`src/rtl/mac_seq_ctrl.sv`:
```
// Tile sequencer for the gated MAC array: load, settle, execute, drain.
// Optional watchdog abort enabled by defining MAC_SEQ_WDT_EN.
module mac_seq_ctrl #(
  parameter int COL    = 8,
  parameter int PR     = 8,
  parameter int LEN_BW = 6,
  parameter int WDT_BW = 10
) (
  input  logic              clk,
  input  logic              reset,
  input  logic              start,
  input  logic [LEN_BW-1:0] n_act,
  input  logic              l0_empty,
  output logic              l0_rd,
  output logic [1:0]        inst,
  input  logic              ld_done,
  input  logic              ofifo_valid,
  output logic              ofifo_rd,
  output logic              busy,
  output logic              done,
  output logic [LEN_BW-1:0] out_cnt,
  output logic              err
);

  localparam logic [2:0] S_IDLE  = 3'd0;
  localparam logic [2:0] S_LOAD  = 3'd1;
  localparam logic [2:0] S_LWAIT = 3'd2;
  localparam logic [2:0] S_EXEC  = 3'd3;
  localparam logic [2:0] S_DRAIN = 3'd4;
  localparam logic [2:0] S_DONE  = 3'd5;

  localparam int KW = $clog2(PR + 1);
  localparam int WW = $clog2(COL + 1);

  logic [2:0]        state, state_n;
  logic [KW-1:0]     k;
  logic [WW-1:0]     w;
  logic [LEN_BW-1:0] n_lat;
  logic [LEN_BW-1:0] a_cnt;
  logic              ld_iss, ex_iss;
  logic              wdt_trip;

  assign ld_iss   = (state == S_LOAD) && !l0_empty;
  assign ex_iss   = (state == S_EXEC) && !l0_empty;
  assign l0_rd    = ld_iss || ex_iss;
  assign inst     = {ex_iss, ld_iss};
  assign ofifo_rd = (state == S_DRAIN) && ofifo_valid;

  always_comb begin
    state_n = state;
    unique case (state)
      S_IDLE:  if (start) state_n = S_LOAD;
      S_LOAD:  if (ld_iss && k == KW'(PR - 1)) state_n = S_LWAIT;
      S_LWAIT: begin
        // w counts cycles already spent here, so COL is the floor
        if (w >= WW'(COL - 1) && ld_done)
          state_n = (n_lat == '0) ? S_DONE : S_EXEC;
      end
      S_EXEC:  if (ex_iss && a_cnt == n_lat - LEN_BW'(1)) state_n = S_DRAIN;
      S_DRAIN: if (ofifo_rd && out_cnt == n_lat - LEN_BW'(1)) state_n = S_DONE;
      S_DONE:  state_n = S_IDLE;
      default: state_n = S_IDLE;
    endcase
    if (wdt_trip) state_n = S_IDLE;
  end

  always_ff @(posedge clk) begin
    if (reset) begin
      state   <= S_IDLE;
      busy    <= 1'b0;
      done    <= 1'b0;
      k       <= '0;
      w       <= '0;
      n_lat   <= '0;
      a_cnt   <= '0;
      out_cnt <= '0;
    end else begin
      state <= state_n;
      busy  <= (state_n != S_IDLE);
      done  <= (state_n == S_DONE);
      if (state == S_IDLE && start) begin
        n_lat   <= n_act;
        k       <= '0;
        w       <= '0;
        a_cnt   <= '0;
        out_cnt <= '0;
      end
      if (ld_iss) k <= k + KW'(1);
      if (ex_iss) a_cnt <= a_cnt + LEN_BW'(1);
      if (state == S_LWAIT && w < WW'(COL - 1)) w <= w + WW'(1);
      if (ofifo_rd) out_cnt <= out_cnt + LEN_BW'(1);
    end
  end

`ifdef MAC_SEQ_WDT_EN
  logic [WDT_BW-1:0] wdt;
  logic              active;

  assign active   = (state != S_IDLE) && (state != S_DONE);
  assign wdt_trip = active && (&wdt);

  always_ff @(posedge clk) begin
    if (reset) begin
      wdt <= '0;
      err <= 1'b0;
    end else begin
      if (!active || l0_rd || ofifo_rd || state_n != state)
        wdt <= '0;
      else
        wdt <= wdt + WDT_BW'(1);
      if (state == S_IDLE && start)
        err <= 1'b0;
      else if (wdt_trip)
        err <= 1'b1;
    end
  end
`else
  assign wdt_trip = 1'b0;
  assign err      = 1'b0;
`endif

endmodule

```
`config.mk`:
```
export PLATFORM = sky130hd
export DESIGN_NAME = mac_seq_ctrl
export DESIGN_NICKNAME = d
export VERILOG_FILES = /design/src/rtl/mac_seq_ctrl.sv
export SDC_FILE = /design/constraint.sdc
export NUM_CORES = 1
export LEC_CHECK = 0
export ABC_CLOCK_PERIOD_IN_PS = 3650
export BUFFER_PORTS_ARGS = -buffer_cell sky130_fd_sc_hd__buf_2
export CELL_PAD_IN_SITES_DETAIL_PLACEMENT = 1
export CELL_PAD_IN_SITES_GLOBAL_PLACEMENT = 1
export CORE_MARGIN = 10
export CORE_UTILIZATION = 40
export CTS_BUF_LIST = sky130_fd_sc_hd__clkbuf_16
export DETAILED_ROUTE_END_ITERATION = 10
export PLACE_DENSITY = 0.76
export SLEW_MARGIN = 40
export SYNTH_ARGS = -nofsm -noshare
export SYNTH_HDL_FRONTEND = slang
export SYNTH_SLANG_ARGS = --single-unit
```
`constraint.sdc`:
```
create_clock -name clk -period 3.65 [get_ports clk]
set_input_delay 0 -clock clk [delete_from_list [all_inputs] [get_ports clk]]
set_output_delay 0 -clock clk [all_outputs]
set_load 0.02 [all_outputs]
```
### Word level (Yosys, flattened, before mapping)

Cells that the tools add are included.

* bits in registers: 31
* bits of input ports: 12
* logic and storage cells: 54

* add/subtract/negate cells: 5
* magnitude comparators: 2
* equal/unequal tests: 8
* mux-type cells: 13
* reductions and logical operators: 18

Operators by type and width (count)
* 2-to-1 mux 3 bit: 6
* 2-to-1 mux 6 bit: 3
* case mux 3 bit (5 select lines): 1
* adder 6 x 1 -> 6 bit, second input constant: 2
* equality test 6 bit: 2
* 2-to-1 mux 4 bit: 3
* logical AND 1 bit: 9
* adder 4 x 1 -> 4 bit, second input constant: 2
* nonzero test 2 bit: 4
* equality test 3 x 2 -> 1 bit, second input constant: 2
* equality test 3 bit, second input constant: 2
* zero test 6 bit: 1
* subtractor 6 x 1 -> 6 bit, second input constant: 1
* equality test 4 x 3 -> 1 bit, second input constant: 1
* >= comparator 4 x 3 -> 1 bit, second input constant: 1
* less-than comparator 4 x 3 -> 1 bit, second input constant: 1
* equality test 3 x 1 -> 1 bit, second input constant: 1
* zero test 3 bit: 1
* nonzero test 3 bit: 1
* zero test 1 bit: 1
* logical OR 1 bit: 1

### Depth between registers and ports, before layout

Gate-level depths: netlist of run 1.

* depth in word-level cells: 6
* depth in mapped cells: 8

### Worst setup path before layout of run 1

No wires, ideal clock.

* kind: reg2reg
* from: register n_lat[0]
* to: register state[1]
* setup time: 0.127 ns
* arrival time: 1.641 ns
* path slack: 1.882 ns
* cell stages (with the launch flop): 9
* clock period less this slack: 1.768 ns
* cell sequence: dfxtp_1 > clkbuf_2 > inv_1 > ha_1 > xor2_1 > nand4_1 > a2111oi_2 > nand4b_1 > a31oi_1

* longest elaborated chain between the ends: 5

RTL lines
* start: declaration: line 38 `logic [LEN_BW-1:0] n_lat;`
* start signal: assignment: line 82 `n_lat <= n_act;`
* subtractor 6 x 1 -> 6 bit: line 59, 60
* equality test 6 bit (on tied branches): line 60, 59
* logical AND 1 bit (on tied branches): line 60, 59
* 2-to-1 mux 3 bit (on tied branches): line 60, 59
* case mux 3 bit (5 select lines) *: line 51 `unique case (state)`
* end signal: assignment: line 78 `state <= state_n;`
* end: declaration: line 35 `logic [2:0] state, state_n;`

Every way passes the cells marked *; elsewhere a longest branch is shown, timed or not.
A chain may end at the register's enable or synchronous reset.

### Final worst setup path of run 1

Ends and elaborated chain as after synthesis.

==> reports/summary.txt, run 1 <==
status -> complete, no violations
Clock transition at path regs -> 0.05 ns
Least-Margin Pin Slew -> 0.507 ns
critical path class -> reg2reg
CTS tree -> built
area share of the largest cell type after synthesis -> 0.356
register area share after synthesis -> 0.356
CTS Buf Count -> 5
CTS H-tree depth -> 2
Post-synth EDFFs -> 0
Syn Nets -> 215
Peak VDD IR -> 201 uV
fraction of registers with async set/reset -> 0
Mean Syn Cell Area -> 8.86 sq um
Post-Synth Adder-Cell Area -> 0.0430
final core utilization -> 0.497
Max FO, Critical Path -> 6
placed insts -> 257
clk sinks -> 31
Via Count -> 1458
first-pass GRT wire length -> 7110 um
largest family of logic cells by synthesized area -> simple AND/OR/NAND/NOR gates
Detail Route Antenna Nets -> 0
ant diodes -> 0
grt ovf -> 0
Pwr per Cell Area -> 407 nW/um^2
Max Slew Vio Count -> 0
root buf cell -> clkbuf_16
Max-slew headroom -> 0.660
Clock Skews -> 0.00127 ns
Post-synth top cells -> 31 x dfxtp_1, 22 x a21oi_1, 19 x nand2_1
Yosys top cell by area -> dfxtp_1
post-synthesis compound-gate area fraction -> 0.158
GPL Wtd Cong -> 0.916
Nets -> 238
Final Cycle Share -> 0.563
Post-Syn Instances -> 197
Via density -> 5.38
post-synthesis mux area share -> 0.0265
fmax -> 0.487 GHz
Fill cells -> 501
Req. time, crit path -> 3.80 ns
Worst Setup Start Kind -> flop
count leader, synth -> dfxtp_1
fraction of layout cells with a size suffix above 1 -> 0.199
GRT Overall Usage -> 0.117
Leakage -> 0.817 nW
Critical Path Sink Type -> flop
number of synthesis warnings -> 0
# setup viols final -> 0
Multi-input gate area -> 1010 sq um
drt drc -> 0
initial drt markers -> 32
Area contributors post-synth -> dfxtp_1 36%, a21oi_1 6.3%, ha_1 4.3%
Die Y -> 86.1 um
synthesized flop and latch total -> 31
Reg area -> 621 sq um
cts hold-fix bufs -> 6
Max Cap Viol -> 0
min Tclk post-route -> 2.06 ns
Post-CTS Setup Bufs -> 0
io pins -> 25
number of global-route vias before repair -> 1481
DRT Wirelength -> 4230 um
Synth Area in XOR/XNOR -> 0.123
Critical Path AT -> 2.20 ns
die area -> 7410 sq um
IO buf count -> 23
Rows -> 23
final std cells w/o fill -> 271
initial antenna violation count -> 0
Max clock buf depth -> 2
Resized cells post-CTS -> 0
Final HPWL DP -> 3200 um
setup_tns -> 0 ns
clock insertion delay at the later pin of the skew report -> 0.27 ns
pin count of the biggest net entering global routing -> 28
total core area -> 4120 sq um
area grow syn2layout -> 17.1%
unique cell type count in the Yosys netlist -> 49
initial core utilization -> 0.424
Synth Area in Simple Gates -> 0.229
RSZ-0062 raised after global routing -> false
ys flop type -> dfxtp_1
Initial DRT Pass Iterations -> 4
DR WL/cell -> 15.6 um
die width -> 86.1 um
Final Hold Fails -> 0
synthesized area -> 1750 sq um
HP Class -> in2reg
layer usage:
metal | up-vias | track usage | wire length [um]
met5 | - | 0 | 0
met4 | 0 | 0.0404 | 49
met3 | 4 | 0.0464 | 234
met2 | 28 | 0.184 | 1960
met1 | 682 | 0.142 | 1990
li1 | 744 | - | -
logic make-up (layout without fill, tap and decap cells):
logic type	Yosys count	in the layout
and+or+nand+nor	73	73
xor gates and xnor gates	18	18
muxes	4	4
DFF	31	31
adders and majority gates	6	6
other	1	1
buffers and inverters	21	45
AOI/OAI and AO/OA	43	43
worst paths after layout:
check | from | to | slack (ns) | cells past startpoint
setup / recovery | n_lat[0]$_SDFFE_PP0P_ | state[1]$_SDFF_PP0_ | 1.59 | 7
setup reg to reg | n_lat[0]$_SDFFE_PP0P_ | state[1]$_SDFF_PP0_ | 1.59 | 7
hold / removal | start | busy$_SDFF_PP0_ | 0.001 | 3
hold reg to reg | w[3]$_SDFFE_PP0P_ | w[3]$_SDFFE_PP0P_ | 0.46 | 2
sequential cells by signal, indices dropped and copies added (netlist names):
register,flops
k,4
n_lat,6
done,1
out_cnt,6
busy,1
a_cnt,6
state,3
w,4
per-stage QoR:
| stage | power, mW | hold slack (ns) | setup slack (ns) | instance area (sq um) |
|---|---|---|---|---|
| after CTS | 0.841 | 0.00169 | 1.64 | 2040 |
| after global routing | 0.869 | 0.0292 | 1.53 | 2040 |
| after detailed placement | 0.448 | 0.250 | 1.64 | 1840 |
| final | 0.833 | 0.00136 | 1.59 | 2040 |
| after global placement | 0.443 | 0.242 | 1.80 | 1840 |
| after floorplan | 0.426 | 0.129 | 1.88 | 1750 |
layout by cell type, fill, tap and decap left out, types with 2 or more instances in the layout:
master	count
dfxtp_1	31
buf_2	23
a21oi_1	22
nand2_1	19
nor2_1	15
inv_1	8
nor3_1	7
xor2_1	7
xnor2_1	7
nand4_1	6
a211oi_1	6
ha_1	6
dlygate4sd3_1	6
nand3_1	5
clkbuf_16	5
nand3b_1	4
nand2b_1	3
o21ai_0	3
xnor3_1	3
a22oi_1	3
clkinv_2	3
nand4b_1	2
mux2i_1	2
critical path, stage by stage (launching register included):
cell       delay (ns)
dfxtp_1          0.47
inv_1            0.11
ha_1             0.36
xor2_1           0.18
nand4_1          0.14
a2111oi_2        0.34
nand4b_1         0.22
a31oi_1          0.11
cell type report:
| class | count | area share |
|---|---|---|
| multi-input combinational | 145 | 0.497 |
| sequential | 31 | 0.304 |
| tap | 50 | 0.0306 |
| timing repair buffer | 29 | 0.0857 |
| clock inverter | 3 | 0.00735 |
| inverter | 8 | 0.0147 |
| clock buffer | 5 | 0.0612 |
power breakdown:
| group | switching [mW] | internal [mW] | leakage [nW] |
|---|---|---|---|
| combinational | 0.0504 | 0.0423 | 0.492 |
| sequential | 0.00880 | 0.345 | 0.251 |
| clock | 0.138 | 0.248 | 0.0733 |
| total | 0.197 | 0.635 | 0.817 |
(Power assumes the default switching activity.)
==> inputs of run 2 (changes only) <==
--- a/config.mk
+++ b/config.mk
@@ -5,7 +5,7 @@
 export SDC_FILE = /design/constraint.sdc
 export NUM_CORES = 1
 export LEC_CHECK = 0
-export ABC_CLOCK_PERIOD_IN_PS = 3650
+export ABC_CLOCK_PERIOD_IN_PS = 2000
 export BUFFER_PORTS_ARGS = -buffer_cell sky130_fd_sc_hd__buf_2
 export CELL_PAD_IN_SITES_DETAIL_PLACEMENT = 1
 export CELL_PAD_IN_SITES_GLOBAL_PLACEMENT = 1
==> constraint.sdc (replaced) <==
create_clock -name clk -period 2 [get_ports clk]
set_input_delay 0 -clock clk [delete_from_list [all_inputs] [get_ports clk]]
set_output_delay 0 -clock clk [all_outputs]
set_load 0.02 [all_outputs]
==> run 2 against run 1 <==
Compared with the run above:
- the run now ends with hold timing left
- design area is 4.1% higher
- hold slack worse by 0.0089 ns
- critical path type unchanged
- sequential share of layout area is 0.96 points lower
- critical path depth stayed put
- non-clock buffer count is 5 higher
- clock power is 85% higher
- highest routed layer unchanged
- critical endpoint unchanged
==> reports/summary.txt, run 2 (synthesis gave the netlist of run 1 again) <==
clk sinks -> 31 (unchanged)
min Tclk post-route -> 1.93 ns (-0.125 ns)
Max clock buf depth -> 2 (unchanged)
CTS H-tree depth -> 2 (unchanged)
Via density -> 5.67 (+5.5%)
clock insertion delay at the later pin of the skew report -> 0.28 ns (about the same)
Worst R2R End -> state[1]$_SDFF_PP0_
total core area -> 4120 sq um (unchanged)
initial antenna violation count -> 0 (unchanged)
ant diodes -> 0 (unchanged)
dpl cell area -> 1870 sq um (+1.6%)
Peak VDD IR -> 346 uV (+72%)
fmax -> 0.518 GHz (+6.5%)
CP Launch Point -> n_lat[1]$_SDFFE_PP0P_
Req. time, crit path -> 2.15 ns (-1.65 ns)
DR WL/cell -> 18.2 um (+17%)
part of the power in the clock network -> 0.459 (-0.004)
Final Cycle Share -> 0.965 (+0.402)
status -> complete, but fails checks
FF-to-FF Start -> n_lat[1]$_SDFFE_PP0P_
Top Registers -> a_cnt x6, n_lat x6, out_cnt x6
Comb power frac -> 0.127 (+0.016)
die area -> 7410 sq um (unchanged)
area grow syn2layout -> 21.9%
Initial DRT Pass Iterations -> 4 (unchanged)
IO buf count -> 23 (unchanged)
io pins -> 25 (unchanged)
most frequent cells in the layout -> 29 x dfxtp_1, 23 x buf_2, 22 x a21oi_1
Max Slew Vio Count -> 0 (unchanged)
first-pass GRT wire length -> 7970 um (+12%)
Leakage -> 0.853 nW (+4.4%)
initial drt markers -> 52 (+63%)
Via Count -> 1566 (+7.4%)
Critical Path Sink Type -> flop
Pwr per Cell Area -> 734 nW/um^2 (+80%)
CTS Buf Count -> 5 (unchanged)
fraction of layout cells with a size suffix above 1 -> 0.239 (+0.0398)
Hold WS -> -0.00754 ns (-0.00890 ns)
Int Power -> 1.17 mW (+84%)
pin count of the biggest net entering global routing -> 28 (unchanged)
number of global-route vias before repair -> 1657 (+12%)
most common cell after layout, fill and taps aside -> dfxtp_1
hold depth -> 3 (unchanged)
Least-Margin Pin Slew -> 0.525 ns (+0.0177 ns)
initial core utilization -> 0.424 (unchanged)
Die Y -> 86.1 um (unchanged)
Max-slew headroom -> 0.648 (-0.0119)
GPL Wtd Cong -> 0.894 (-2.4%)
CTS tree -> built
critical path class -> reg2reg
Max Cap Viol -> 0 (unchanged)
Clock transition at path regs -> 0.05 ns (about the same)
drt drc -> 0 (unchanged)
Net Sw Frac -> 0.250 (+0.0129)
NetSw -> 0.390 mW (+98%)
cell area after layout -> 2130 sq um (+4.1%)
GRT Overall Usage -> 0.133 (+0.0153)
HP Class -> in2reg
grt ovf -> 0 (unchanged)
DRT Wirelength -> 5020 um (+19%)
Detail Route Antenna Nets -> 0 (unchanged)
root buf cell -> clkbuf_16
Clock Skews -> 0.00308 ns (+0.00180 ns)
Final HPWL DP -> 3440 um (+7.5%)
Nets -> 243 (+2.1%)
r2r setup slk -> 0.07 ns (-1.52 ns)
violated checks -> hold timing
Worst Setup Start Kind -> flop
# setup viols final -> 0 (unchanged)
Final Hold Fails -> 1 (+1)
Critical Path AT -> 2.08 ns (-0.12 ns)
sequential cell fraction of total power -> 0.414 (-0.011)
Rows -> 23 (unchanged)
Max FO, Critical Path -> 4 (-2)
die width -> 86.1 um (unchanged)
R2R depth -> 7 (unchanged)
worst setup path endpoint -> state[1]$_SDFF_PP0_
## run 2: cell types whose count changed in the layout (fill, tap and decap cells not counted), sizes merged
cell and delta:
buf +5, clkinv -2, inv +2
## run 2: repair_timing
| item | CTS | global route |
|---|---|---|
| endpoints found under the setup margin | 3 | 3 |
| cloned | 0 | 0 |
| pin swaps | 0 | 3 |
| hold buffers | 6 | 0 |
| setup buffers | 0 | 1 |
| endpoints found under the hold margin | 6 | 0 |
| gates resized for setup | 2 | 10 |
## run 2: worst min-delay path by stage
| stage | start | to | slack [ns] |
|---|---|---|---|
| after global routing | start | busy$_SDFF_PP0_ | 0.03 |
| after detailed placement | n_act[3] | n_lat[3]$_SDFFE_PP0P_ | 0.25 |
| after CTS | start | busy$_SDFF_PP0_ | 0.0007 |
| after floorplan | start | busy$_SDFF_PP0_ | 0.13 |
| final | start | busy$_SDFF_PP0_ | -0.008 |
| after global placement | n_act[3] | n_lat[3]$_SDFFE_PP0P_ | 0.24 |
## run 2: per-stage QoR
stage | power [mW] | worst slack (ns) | util | instances | setup TNS [ns]
after global placement | 0.815 | 0.154 | 0.455 | 261 | 0
after floorplan | 0.778 | 0.232 | - | 197 | 0
after CTS | 1.55 | 0.0409 | 0.507 | 275 | 0
after global routing | 1.63 | -0.0684 | 0.517 | 276 | -0.183
after detailed placement | 0.824 | 0.0350 | 0.455 | 261 | 0
final | 1.56 | 0.0701 | 0.517 | 276 | 0
## run 2: final cells by class
type	count	area (sq um)
Fill cell	477	1990
Timing Repair Buffer	34	213
Inverter	8	32.5
Clock buffer	5	125
Clock inverter	3	12.5
Sequential cell	31	626
Tap cell	50	62.6
Multi-Input combinational cell	145	1060
## run 2: layer usage
layer | share of wire | vias up | track usage
li1 | - | 750 | -
met3 | 0.047 | 11 | 0.0435
met4 | 0.017 | 0 | 0.0464
met5 | 0 | - | 0
met2 | 0.51 | 36 | 0.235
met1 | 0.43 | 769 | 0.143
## run 2: power groups by stage
stage | Combinational [mW] | Clock [mW] | Sequential [mW]
3_5_place_dp | 0.168 | 0 | 0.656
5_1_grt | 0.217 | 0.760 | 0.649
2_1_floorplan | 0.124 | 0 | 0.654
6_report | 0.199 | 0.716 | 0.646
3_3_place_gp | 0.160 | 0 | 0.655
4_1_cts | 0.185 | 0.720 | 0.644
## run 2: critical path, stage by stage (launching register included)
cell and delay [ns]:
dfxtp_2 0.34, inv_2 0.09, ha_4 0.15, nor3b_4 0.24, xnor3_1 0.29, a2111oi_4 0.32
nand4b_1 0.25, a31oi_1 0.12
